File: src/rtl/axi_fifo_pkg.sv
// Shared defaults and pointer-width helper for the native/AXIS FIFO slice.
package axi_fifo_pkg;

    localparam int DATA_W_DEF = 64;
    localparam int DEPTH_DEF  = 32;

    function automatic int addr_w(input int depth);
        return $clog2(depth);
    endfunction

endpackage

File: src/rtl/axis_fifo_core.sv
// AXI-Stream FIFO core: memory, wrapping pointers and occupancy count.
// Latency: a word accepted at edge N is offered on m_axis from edge N (FWFT).
// Backpressure: s_axis_tready drops while DEPTH words are held; m_axis_tvalid drops when empty.
module axis_fifo_core
    import axi_fifo_pkg::*;
#(
    parameter int DATA_W = DATA_W_DEF,
    parameter int DEPTH  = DEPTH_DEF
) (
    input  logic              clk,
    input  logic              srst,
    input  logic              s_axis_tvalid,
    output logic              s_axis_tready,
    input  logic [DATA_W-1:0] s_axis_tdata,
    output logic              m_axis_tvalid,
    input  logic              m_axis_tready,
    output logic [DATA_W-1:0] m_axis_tdata
);

    localparam int ADDR_W = addr_w(DEPTH);
    localparam int CNT_W  = ADDR_W + 1;
    localparam logic [CNT_W-1:0] FULL_CNT = CNT_W'(DEPTH);

    logic [DATA_W-1:0] mem [DEPTH];
    logic [ADDR_W-1:0] wr_ptr;
    logic [ADDR_W-1:0] rd_ptr;
    logic [CNT_W-1:0]  count;
    logic              push;
    logic              pop;

    assign s_axis_tready = (count != FULL_CNT);
    assign m_axis_tvalid = (count != '0);
    assign push          = s_axis_tvalid & s_axis_tready;
    assign pop           = m_axis_tready & m_axis_tvalid;
    assign m_axis_tdata  = mem[rd_ptr];

    // Storage is deliberately left out of reset; the count alone defines validity.
    always_ff @(posedge clk) begin
        if (push) begin
            mem[wr_ptr] <= s_axis_tdata;
        end
    end

    always_ff @(posedge clk or negedge srst) begin
        if (!srst) begin
            wr_ptr <= '0;
            rd_ptr <= '0;
            count  <= '0;
        end else begin
            if (push) begin
                wr_ptr <= wr_ptr + ADDR_W'(1);
            end
            if (pop) begin
                rd_ptr <= rd_ptr + ADDR_W'(1);
            end
            case ({push, pop})
                2'b10:   count <= count + CNT_W'(1);
                2'b01:   count <= count - CNT_W'(1);
                default: count <= count;
            endcase
        end
    end

endmodule

File: src/rtl/axi_fifo_to_native_fifo.sv
// Native (wr_en/full, rd_en/empty) FIFO built on the AXIS core; dout forced to 0 when empty.
// Latency: one cycle write-to-read, first-word-fall-through on dout.
// Backpressure: writes dropped while full; reads ignored while empty.
module axi_fifo_to_native_fifo
    import axi_fifo_pkg::*;
#(
    parameter int DATA_W = DATA_W_DEF,
    parameter int DEPTH  = DEPTH_DEF
) (
    input  logic              clk,
    input  logic              srst,
    input  logic              wr_en,
    input  logic              rd_en,
    input  logic [DATA_W-1:0] din,
    output logic              empty,
    output logic              full,
    output logic [DATA_W-1:0] dout
);

    logic              s_tready;
    logic              m_tvalid;
    logic [DATA_W-1:0] m_tdata;

    axis_fifo_core #(
        .DATA_W (DATA_W),
        .DEPTH  (DEPTH)
    ) u_core (
        .clk           (clk),
        .srst          (srst),
        .s_axis_tvalid (wr_en),
        .s_axis_tready (s_tready),
        .s_axis_tdata  (din),
        .m_axis_tvalid (m_tvalid),
        .m_axis_tready (rd_en),
        .m_axis_tdata  (m_tdata)
    );

    assign full  = ~s_tready;
    assign empty = ~m_tvalid;
    // Stale memory must never leak out while nothing valid is held.
    assign dout  = empty ? '0 : m_tdata;

endmodule

File: config.mk
export PLATFORM = sky130hd
export DESIGN_NAME = axi_fifo_to_native_fifo
export DESIGN_NICKNAME = d
export VERILOG_FILES = /design/src/rtl/axi_fifo_pkg.sv /design/src/rtl/axis_fifo_core.sv /design/src/rtl/axi_fifo_to_native_fifo.sv
export SDC_FILE = /design/constraint.sdc
export NUM_CORES = 2
export LEC_CHECK = 0
export ABC_AREA = 1
export BUFFER_PORTS_ARGS = -buffer_cell sky130_fd_sc_hd__buf_2
export CELL_PAD_IN_SITES_DETAIL_PLACEMENT = 0
export CELL_PAD_IN_SITES_GLOBAL_PLACEMENT = 1
export CORE_ASPECT_RATIO = 2
export CORE_MARGIN = 2
export CORE_UTILIZATION = 33
export CTS_BUF_LIST = sky130_fd_sc_hd__clkbuf_16
export CTS_CLUSTER_SIZE = 8
export DETAILED_ROUTE_END_ITERATION = 8
export PLACE_DENSITY_LB_ADDON = 0.15
export REMOVE_ABC_BUFFERS = 1
export SKIP_CTS_REPAIR_TIMING = 1
export SLEW_MARGIN = 5
export SYNTH_ARGS = -nofsm -noshare
export SYNTH_HDL_FRONTEND = slang
export SYNTH_SLANG_ARGS = --single-unit
File: constraint.sdc
create_clock -name clk -period 8.2 [get_ports clk]
set_input_delay 1.64 -clock clk [delete_from_list [all_inputs] [get_ports clk]]
set_output_delay 1.64 -clock clk [all_outputs]
set_load 0.02 [all_outputs]
==> metrics.txt <==
Worst Skew=0.0555 ns; final number of max-transition violations=0; status=finished clean; Vias=56700; Setup violations, final=0; Vias/cell=4.94; Synth Cell Area=85700 um^2; Non-Filler Instances=11500; CTS clock-pin slew for the worst setup and hold paths=0.05 ns; TritonCTS clock tree=done; H-tree Lvls=5; vias in the first global route=56600; total track usage=0.210; critical setup path kind=reg2out; CP Capture Type=output pin; clk sinks=2064; critical path launch point type=register; Cell Chain, Critical Path=buf_12 > buf_4 > nand2_1 > nand3_1 > nand3_1 > nand2_1 > nand2_1 > nor2_1 > buf_2; largest net degree at the start of global routing=204; Die H=725 um; chip width=364 um; DRC viols=0; Final ANT Viol Nets=0; pwr dens=357 nW/um^2; FF+latch count, synth=2064; ys async rst share=0.00775; worst-case clock buffer depth=4; initial antenna violation count=21; Synth Warn #=0; Hold Violations, Final=0; Cells after Synth=7846; WL/cell=24.4 um; Root Buffer=clkbuf_16; drt pass-1 iters=5; P_leak=37.1 nW; Post-Route WL=280000 um; count of boundary I/O pins=134; Avg Cell Area, Syn=10.9 um^2; Rel. slew slack=0.188; fmax=155 MHz; port bufs=133; area grow syn2layout=14.0%; GRT overflow=0; MaxCap Viol Count=0; Post-DP HPWL=133000 um; DR iter-0 viols=4240; Die ar.=264000 um^2; fin crit share=0.788; placer congestion estimate=0.727; fin area=97700 um^2; ratio of cells with drive above 1 in the final layout=0.0782; first-pass GRT wire length=400000 um; Slew @ Worst Pin=1.22 ns; Critical Path Fanout Max=135; synth unique cells=27; CORE AREA=258000 um^2; RSZ-0062 raised after global routing=false; placed insts=11100; min Tclk post-route=6.47 ns; Largest stage delay, worst path=0.90 ns; Post-synth top flop=edfxtp_1; CP Data Arrival Time=4.83 ns; Total Nets Final=8042; row count=264; Hold Crit Class=reg2reg; Tot Pwr=34.9 mW; Worst IR Drop VDD=0.296 mV; Worst Path Required=6.56 ns; CP dominant cell by count=nand2_1; slowest CP cell=dfrtp_4; area post-placement=89800 um^2; worst skew pair latency=0.85 ns; Initial Utilization=0.332; number of fillers in the final layout=25200; sequential fraction of the synthesis area=0.722; number of synthesized flops with an enable pin=2048; number of buffers created by CTS=299
[power breakdown]
group	internal (mW)	total [mW]	switching [mW]
clock network	6.55	10.9	4.40
registers	12.2	12.5	0.277
logic	2.95	11.5	8.57
total	21.7	34.9	13.2
[cells by family (layout without fill, tap and decap cells)]
logic type / Yosys count / in the layout / synth area share
and+or+nand+nor: 4478 / 4478 / 0.206
DFF: 2064 / 2064 / 0.722
buffers and inverters: 826 / 987 / 0.0427
AOI/OAI and AO/OA: 462 / 462 / 0.0274
adders and majority gates: 8 / 8 / 0.00117
xor gates and xnor gates: 8 / 8 / 0.000817
other: 0 / 3 / 0
[worst max-delay path, delay by kind of cell, from the launching register on]
family	cells	cell delay (ns)
buffers and inverters	3	1.82
flip-flops	1	0.90
AND/OR/NAND/NOR	6	1.06
[registers in the layout, summed over array words and instances (netlist names)]
name           flops
u_core.mem      2048
u_core.count       6
u_core.wr_ptr      5
u_core.rd_ptr      5
[per-layer routing]
layer / GRT usage / part of all wire / vias to the layer above
met3: 0.0333 / 0.047 / 480
met4: 0.0672 / 0.031 / 20
met1: 0.254 / 0.40 / 28500
met2: 0.377 / 0.52 / 1373
met5: 0 / 0.00041 / -
li1: - / - / 26300
[path summary, 6_finish.rpt]
check,cells after the start,start,to,slack [ns]
min in group asynchronous,1,srst,u_core.rd_ptr[0],0.76
hold reg to reg,2,u_core.count[5],u_core.count[5],0.54
setup reg to reg,17,u_core.count[3],u_core.count[4],3.44
max in group asynchronous,1,srst,u_core.rd_ptr[2],7.05
setup / recovery,9,u_core.rd_ptr[1],dout[51],1.73
hold / removal,2,u_core.count[5],u_core.count[5],0.54
[layout by cell type, fill, tap and decap left out, types with 5 or more instances in the layout]
cell type	synthesis	routed
a21oi_1	65	65
buf_12	0	11
buf_2	130	133
buf_4	20	116
clkbuf_16	0	306
dfrtp_1	16	12
edfxtp_1	2048	2048
ha_1	8	8
inv_1	379	396
inv_6	0	12
nand2_1	2652	2649
nand3_1	640	640
nor2_1	1152	1152
nor3_2	0	32
o211ai_1	11	11
o21ai_0	360	360
o21ai_1	23	23
xnor2_1	5	5
[cell type report]
cell class | count | area (um^2) | share of cell area
tap | 3458 | 4330 | 0.0443
timing repair buffer | 260 | 1760 | 0.0180
antenna | 3 | 7.51 | 0.0000768
multi-input combinational | 4956 | 20300 | 0.208
sequential | 2064 | 61900 | 0.634
clock buffer | 306 | 7660 | 0.0784
inverter | 385 | 1490 | 0.0152
clock inverter | 36 | 228 | 0.00233
[cells in the mapped netlist, types with 2 or more instances]
cell type | n | area [um^2]
a21oi_1 | 65 | 325
buf_1 | 41 | 154
buf_2 | 130 | 651
buf_4 | 20 | 150
buf_6 | 42 | 473
clkbuf_1 | 207 | 777
clkinv_1 | 4 | 15.0
dfrtp_1 | 16 | 400
edfxtp_1 | 2048 | 61500
ha_1 | 8 | 100
inv_1 | 379 | 1420
inv_2 | 2 | 7.51
nand2_1 | 2652 | 9950
nand3_1 | 640 | 3200
nor2_1 | 1152 | 4320
nor3_1 | 32 | 160
o211ai_1 | 11 | 82.6
o21ai_0 | 360 | 1800
o21ai_1 | 23 | 115
xnor2_1 | 5 | 43.8
xor2_1 | 3 | 26.3
[metrics by stage]
stage	hold WS (ns)	utilization	TNS [ns]	setup WS [ns]
floorplan	0.510	-	-3234.05	-49.15
global placement	0.534	0.348	0	2.43
detailed placement	0.530	0.348	0	2.53
CTS	0.543	0.378	0	1.58
global route	0.591	0.378	0	1.46
finish	0.542	0.378	0	1.73
Note: power is estimated with default switching activity, not from simulation.
